==> config.mk <==
export PLATFORM = sky130hd
export DESIGN_NAME = mult_seq_ctrl_flat
export DESIGN_NICKNAME = d
export VERILOG_FILES = /design/src/rtl/mult_pkg.sv /design/src/rtl/mult_seq_ctrl_if.sv /design/src/rtl/quad_mul_4x4.sv /design/src/rtl/mult_seq_ctrl.sv /design/src/flat_wrapper.sv
export SDC_FILE = /design/constraint.sdc
export NUM_CORES = 1
export LEC_CHECK = 0
export ABC_AREA = 1
export BUFFER_PORTS_ARGS = -buffer_cell sky130_fd_sc_hd__clkbuf_2
export CORE_UTILIZATION = 32
export CTS_CLUSTER_DIAMETER = 200
export DETAILED_ROUTE_END_ITERATION = 7
export GPL_TIMING_DRIVEN = 0
export PLACE_DENSITY_LB_ADDON = 0.3
export RECOVER_POWER = 50
export SLEW_MARGIN = 20
export SYNTH_ARGS = -nofsm -noshare
export SYNTH_HDL_FRONTEND = slang
export SYNTH_HIERARCHICAL = 1
export SYNTH_SLANG_ARGS = --single-unit
==> constraint.sdc <==
create_clock -name clk -period 4.4 [get_ports clk]
set_clock_uncertainty 0.2 [all_clocks]
set_input_delay 0.22 -clock clk [delete_from_list [all_inputs] [get_ports clk]]
set_output_delay 0.22 -clock clk [all_outputs]
set_load 0.02 [all_outputs]
==> src/rtl/mult_pkg.sv <==
// Shared types and constants for the sequential quadrant multiplier controller.
package mult_pkg;

  typedef enum logic [1:0] {
    ST_IDLE = 2'd0,
    ST_MUL  = 2'd1,
    ST_DONE = 2'd2
  } state_t;

  typedef logic [1:0] quad_idx_t;

  // Left-shift applied to quadrant i, packed as {q3, q2, q1, q0}.
  localparam logic [15:0] QUAD_SHIFTS = {4'd8, 4'd4, 4'd4, 4'd0};

  localparam logic [3:0] DEFAULT_APPROX_MASK = 4'b1100;

  function automatic logic [3:0] quad_shift(input quad_idx_t qi);
    return QUAD_SHIFTS[{qi, 2'b00} +: 4];
  endfunction

endpackage

==> src/rtl/mult_seq_ctrl_if.sv <==
// Operand/result handshake bundle for mult_seq_ctrl.
interface mult_seq_ctrl_if #(
  parameter int CNT_W = 16
);
  logic             in_valid;
  logic             in_ready;
  logic [7:0]       a;
  logic [7:0]       b;
  logic             mode;
  logic             out_valid;
  logic             out_ready;
  logic [15:0]      r;
  logic             busy;
  logic [CNT_W-1:0] op_cnt;

  modport master (
    output in_valid, a, b, mode, out_ready,
    input  in_ready, out_valid, r, busy, op_cnt
  );

  modport slave (
    input  in_valid, a, b, mode, out_ready,
    output in_ready, out_valid, r, busy, op_cnt
  );
endinterface

==> src/rtl/quad_mul_4x4.sv <==
// Combinational 4x4 unsigned multiplier; approx mode clears the two LSBs of the product.
module quad_mul_4x4 (
  input  logic [3:0] a4,
  input  logic [3:0] b4,
  input  logic       approx,
  output logic [7:0] p
);
  logic [7:0] w_exact;

  assign w_exact = {4'd0, a4} * {4'd0, b4};
  assign p       = approx ? {w_exact[7:2], 2'b00} : w_exact;
endmodule

==> src/rtl/mult_seq_ctrl.sv <==
// Sequential 8x8 multiplier: one shared 4x4 core, four accumulate cycles per operand pair.
// Optional feature: define MULT_ZERO_SKIP_EN to send zero-operand pairs straight to DONE.
module mult_seq_ctrl
  import mult_pkg::*;
#(
  parameter logic [3:0] APPROX_MASK = DEFAULT_APPROX_MASK,
  parameter int         CNT_W       = 16
) (
  input  logic            clk,
  input  logic            rst_n,
  mult_seq_ctrl_if.slave  s_if
);

  state_t           r_state;
  state_t           w_state_next;
  logic [7:0]       r_a;
  logic [7:0]       r_b;
  logic             r_mode;
  quad_idx_t        r_qi;
  logic [15:0]      r_acc;
  logic [CNT_W-1:0] r_op_cnt;

  logic             w_accept;
  logic             w_release;
  logic [3:0]       w_a4;
  logic [3:0]       w_b4;
  logic             w_approx;
  logic [7:0]       w_p;
  logic [15:0]      w_term;

  assign w_accept  = s_if.in_valid  && (r_state == ST_IDLE);
  assign w_release = s_if.out_ready && (r_state == ST_DONE);

  // qi[1] picks the high nibble of a, qi[0] the high nibble of b.
  assign w_a4     = r_qi[1] ? r_a[7:4] : r_a[3:0];
  assign w_b4     = r_qi[0] ? r_b[7:4] : r_b[3:0];
  assign w_approx = r_mode & APPROX_MASK[r_qi];
  assign w_term   = {8'd0, w_p} << quad_shift(r_qi);

  quad_mul_4x4 u_quad_mul (
    .a4     (w_a4),
    .b4     (w_b4),
    .approx (w_approx),
    .p      (w_p)
  );

  always_ff @(posedge clk or negedge rst_n) begin
    if (!rst_n) begin
      r_state <= ST_IDLE;
    end else begin
      r_state <= w_state_next;
    end
  end

  always_comb begin
    w_state_next = r_state;
    case (r_state)
      ST_IDLE: begin
        if (w_accept) begin
`ifdef MULT_ZERO_SKIP_EN
          if ((s_if.a == 8'd0) || (s_if.b == 8'd0)) begin
            w_state_next = ST_DONE;
          end else begin
            w_state_next = ST_MUL;
          end
`else
          w_state_next = ST_MUL;
`endif
        end
      end
      ST_MUL: begin
        if (r_qi == 2'd3) begin
          w_state_next = ST_DONE;
        end
      end
      ST_DONE: begin
        if (s_if.out_ready) begin
          w_state_next = ST_IDLE;
        end
      end
      default: w_state_next = ST_IDLE;
    endcase
  end

  always_ff @(posedge clk or negedge rst_n) begin
    if (!rst_n) begin
      r_a      <= '0;
      r_b      <= '0;
      r_mode   <= 1'b0;
      r_qi     <= '0;
      r_acc    <= '0;
      r_op_cnt <= '0;
    end else begin
      if (w_accept) begin
        r_a    <= s_if.a;
        r_b    <= s_if.b;
        r_mode <= s_if.mode;
        r_qi   <= '0;
        r_acc  <= '0;
      end else if (r_state == ST_MUL) begin
        r_acc <= r_acc + w_term;
        r_qi  <= r_qi + 2'd1;
      end
      if (w_release) begin
        r_op_cnt <= r_op_cnt + 1'b1;
      end
    end
  end

  assign s_if.in_ready  = (r_state == ST_IDLE);
  assign s_if.out_valid = (r_state == ST_DONE);
  assign s_if.busy      = (r_state != ST_IDLE);
  assign s_if.r         = r_acc;
  assign s_if.op_cnt    = r_op_cnt;

endmodule

==> src/flat_wrapper.sv <==
// flat-port wrapper written by rule: the top's interface ports become plain ports
module mult_seq_ctrl_flat import mult_pkg::*;
#(
  parameter logic [3:0] APPROX_MASK = DEFAULT_APPROX_MASK,
  parameter int         CNT_W       = 16
)
  (clk, rst_n, s_if_in_valid, s_if_a, s_if_b, s_if_mode, s_if_out_ready, s_if_in_ready, s_if_out_valid, s_if_r, s_if_busy, s_if_op_cnt);
  mult_seq_ctrl_if #(.CNT_W(CNT_W)) s_if_i ();
  input  logic clk;
  input  logic rst_n;
  input wire logic [$bits(s_if_i.in_valid)-1:0] s_if_in_valid;
  input wire logic [$bits(s_if_i.a)-1:0] s_if_a;
  input wire logic [$bits(s_if_i.b)-1:0] s_if_b;
  input wire logic [$bits(s_if_i.mode)-1:0] s_if_mode;
  input wire logic [$bits(s_if_i.out_ready)-1:0] s_if_out_ready;
  output wire logic [$bits(s_if_i.in_ready)-1:0] s_if_in_ready;
  output wire logic [$bits(s_if_i.out_valid)-1:0] s_if_out_valid;
  output wire logic [$bits(s_if_i.r)-1:0] s_if_r;
  output wire logic [$bits(s_if_i.busy)-1:0] s_if_busy;
  output wire logic [$bits(s_if_i.op_cnt)-1:0] s_if_op_cnt;
  assign s_if_i.in_valid = s_if_in_valid;
  assign s_if_i.a = s_if_a;
  assign s_if_i.b = s_if_b;
  assign s_if_i.mode = s_if_mode;
  assign s_if_i.out_ready = s_if_out_ready;
  assign s_if_in_ready = s_if_i.in_ready;
  assign s_if_out_valid = s_if_i.out_valid;
  assign s_if_r = s_if_i.r;
  assign s_if_busy = s_if_i.busy;
  assign s_if_op_cnt = s_if_i.op_cnt;
  mult_seq_ctrl #(.APPROX_MASK(APPROX_MASK), .CNT_W(CNT_W)) u_core (.clk(clk), .rst_n(rst_n), .s_if(s_if_i));
endmodule
==> qor.yml <==
power:
  p_int_w: 0.00191
  p_leak_nw: 2.78
  p_comb_share_pct: 68.7
  power_w: 0.00401
  p_seq_share_pct: 20.7
  clockPowerShare_pct: 10.7
  ir_drop_mv: 0.366
  power_density_nw_per_um2: 826
  power.switching_w: 0.00209
  sw_frac_of_total_pct: 52.3
timing:
  worst_pin_slew_ns: 2.20
  maxSlewHeadroom_pct: -47.0
  hold_viol: 0
  min_period_over_period_pct: 94.8
  worst_slack_ns: 0.229
  min_period_ns: 4.17
  setup_viol_count_final: 0
  hold_slack_ns: 0.150
  fmax_ghz: 0.240
  slew_violations: 41
detailed_routing:
  vias_per_cell: 4.64
  drtIter0Drc: 162
  wl_per_cell_microns: 11.9
  drcViolationCount: 3
  vias: 3708
  wirelength_microns: 9530
  ant_nets: 0
  drtPass1Iterations: 6
clock_network:
  htree_levels: 2
  root_buffer: "clkbuf_16"
  cts_made_buffers: 5
  clock_path_buffers: 2
  cts.clk_slew.worst_paths_ns: 0.08
  insertion_delay_ns: 0.30
  cts_tree: "built"
  cts_sinks: 53
grt:
  grt_max_degree: 41
  antenna_found_initial: 0
  grt_pass1_wl_microns: 16200
  grt.overflow.total: 0
  grt_usage_pct: 15.9
  grt_pass1_vias: 3573
yosys:
  synth_ff_type: "dfrtp_1"
  yosys_warnings: 6
  syn_area_per_cell_sq_um: 6.83
  synth_cell_types: 32
  netlist_area_sq_um: 3890
  syn_nets: 624
  synthArstFlopShare_pct: 100
  ys_seq_elements: 53
  synth_edf_count: 0
  synth_cells: 569
  synth_seq_area_share_pct: 34.1
worst_setup_path:
  crit_fanout: 8
  ff2ff_path_depth: 21
  arrival_ns: 4.17
  crit_required_ns: 4.40
  crit_type: "reg -> reg"
  critPathLaunchType: "flip-flop"
  end_kind: "flip-flop"
finish:
  fin_area_sq_um: 4850
  nets: 710
  layoutNonFillerInstCount: 799
  syn_to_final_growth_pct: 24.8
  layout-drive-gt1-share_pct: 16.2
  diodes: 0
placed_design:
  pre_cts_ws_ns: -0.450
  gp_congestion: 0.844
  dp_cells: 768
  dpl-instance-area_sq_um: 4360
  hpwl_microns: 7140
  port_buffers: 55
floorplan:
  die_w_microns: 112
  core_region_area_sq_um: 11600
  ioPinCount: 56
  initial_core_util_pct: 33.5
  die_h_microns: 112
  fp-row-count: 39
  dieArea_sq_um: 12600
outcome:
  status: "finished with violations"
  violations: "design-rule violations, max-capacitance violations, max-slew violations"
flow_run:
  max_cap_violations: 1
worst_hold_path:
  min_path_cells: 4
  worstHoldPathType: "in -> reg"
cell usage in the layout (no fill, tap or decap), types with 4 or more instances in the layout:
cell type / instances
nand2_1: 219
inv_1: 82
dfrtp_1: 51
nor2_1: 40
clkbuf_2: 38
nand3_1: 26
ha_1: 25
clkbuf_1: 21
dlygate4sd3_1: 19
a21oi_1: 14
o21ai_1: 13
nand2_2: 12
inv_2: 9
o21ai_0: 8
xor2_1: 7
buf_4: 6
clkbuf_16: 5
nand4_1: 5
o22ai_1: 4
nor3_2: 4
xnor2_1: 4
ha_4: 4
synthesized netlist by cell type (7+ instances only):
master | instances | area share, %
xor2_1 | 7 | 1.6
nor2_1 | 41 | 4.0
ha_1 | 29 | 9.3
inv_1 | 83 | 8.0
o21ai_0 | 14 | 1.8
a21oi_1 | 16 | 2.1
nand2_1 | 228 | 22
inv_2 | 9 | 0.87
nand3_1 | 26 | 3.3
dfrtp_1 | 53 | 34
o21ai_1 | 12 | 1.5
final cells by class:
| type | instances | area, sq um |
|---|---|---|
| buffer | 7 | 33.8 |
| clock buffer | 6 | 139 |
| clock inverter | 2 | 17.5 |
| fill | 1228 | 6760 |
| inverter | 93 | 352 |
| multi-input combinational | 415 | 2320 |
| sequential | 53 | 1330 |
| tap | 143 | 179 |
| timing repair buffer | 80 | 485 |
critical path, stage by stage (launching register included):
cell	delay (ns)
dfrtp_2	0.50
o21ai_2	0.24
nand2_1	0.10
fa_1	0.49
inv_1	0.05
fa_2	0.43
fa_2	0.37
nand3_1	0.09
nand2_1	0.06
xor2_1	0.16
o21ai_1	0.19
nor2_1	0.06
ha_1	0.36
nand2_1	0.09
inv_1	0.09
nand2_1	0.10
nor3_2	0.13
nand2_1	0.10
nand2_1	0.09
nand2_1	0.06
nand3_1	0.07
nand2_1	0.05
through the flow:
| stage | setup TNS [ns] | util (%) |
|---|---|---|
| after floorplan | 0 | - |
| after global placement | -2.76 | 37.4 |
| after detailed placement | -3.75 | 37.6 |
| after CTS | 0 | 40.8 |
| after global routing | -0.00715 | 41.8 |
| final | 0 | 41.8 |
path summary, 6_finish.rpt:
| kind | start | to | slack, ns |
|---|---|---|---|
| min in group asynchronous | rst_n | u_core/s_if.r[11]$_DFFE_PN0P_ | 0.34 |
| setup / recovery | u_core/r_qi[0]$_DFFE_PN0P_ | u_core/s_if.r[13]$_DFFE_PN0P_ | 0.23 |
| max in group asynchronous | rst_n | u_core/r_qi[0]$_DFFE_PN0P_ | 0.95 |
| hold / removal | s_if_in_valid | u_core/r_b[4]$_DFFE_PN0P_ | 0.15 |
| hold reg to reg | u_core/r_a[6]$_DFFE_PN0P_ | u_core/r_a[6]$_DFFE_PN0P_ | 0.28 |
| setup reg to reg | u_core/r_qi[0]$_DFFE_PN0P_ | u_core/s_if.r[13]$_DFFE_PN0P_ | 0.23 |
flip-flops by register name, indices dropped and copies added, names as in the netlist:
signal / flops
u_core/r_a: 8
u_core/r_b: 8
u_core/r_mode: 1
u_core/r_qi: 2
u_core/r_state: 2
u_core/s_if.op_cnt: 16
u_core/s_if.r: 16
kinds of logic (layout without fill, tap and decap cells):
logic type	after synthesis	in the layout	share of synthesized area, %
AOI/OAI and AO/OA	47	47	6.28
xor gates and xnor gates	12	12	2.70
adders and majority gates	34	34	11.9
buffers and inverters	101	188	9.95
DFF	53	53	34.1
and+or+nand+nor	322	322	35.1
timing repair:
item,4_1_cts,5_1_grt
hold endpoints to repair,71,0
hold buffers,19,0
endpoints found under the setup margin,12,11
setup buffers,2,3
pin swaps,2,10
gates resized for setup,12,29
gates cloned,0,0
layer usage:
layer | global-route usage (%) | wire (microns) | part of all wire [%]
met1 | 21.3 | 4650 | 49
met2 | 27.2 | 4430 | 47
met3 | 2.59 | 389 | 4.1
met4 | 3.20 | 61 | 0.64
met5 | 0 | 0 | 0
power groups by stage:
stage	logic (W)	clock network [W]	registers, W
2_1_floorplan	0.00182	0	0.000876
3_3_place_gp	0.00245	0	0.000811
3_5_place_dp	0.00249	0	0.000816
4_1_cts	0.00254	0.000439	0.000820
5_1_grt	0.00315	0.000456	0.000858
6_report	0.00275	0.000427	0.000828
Power figures use the tool's default switching activity.
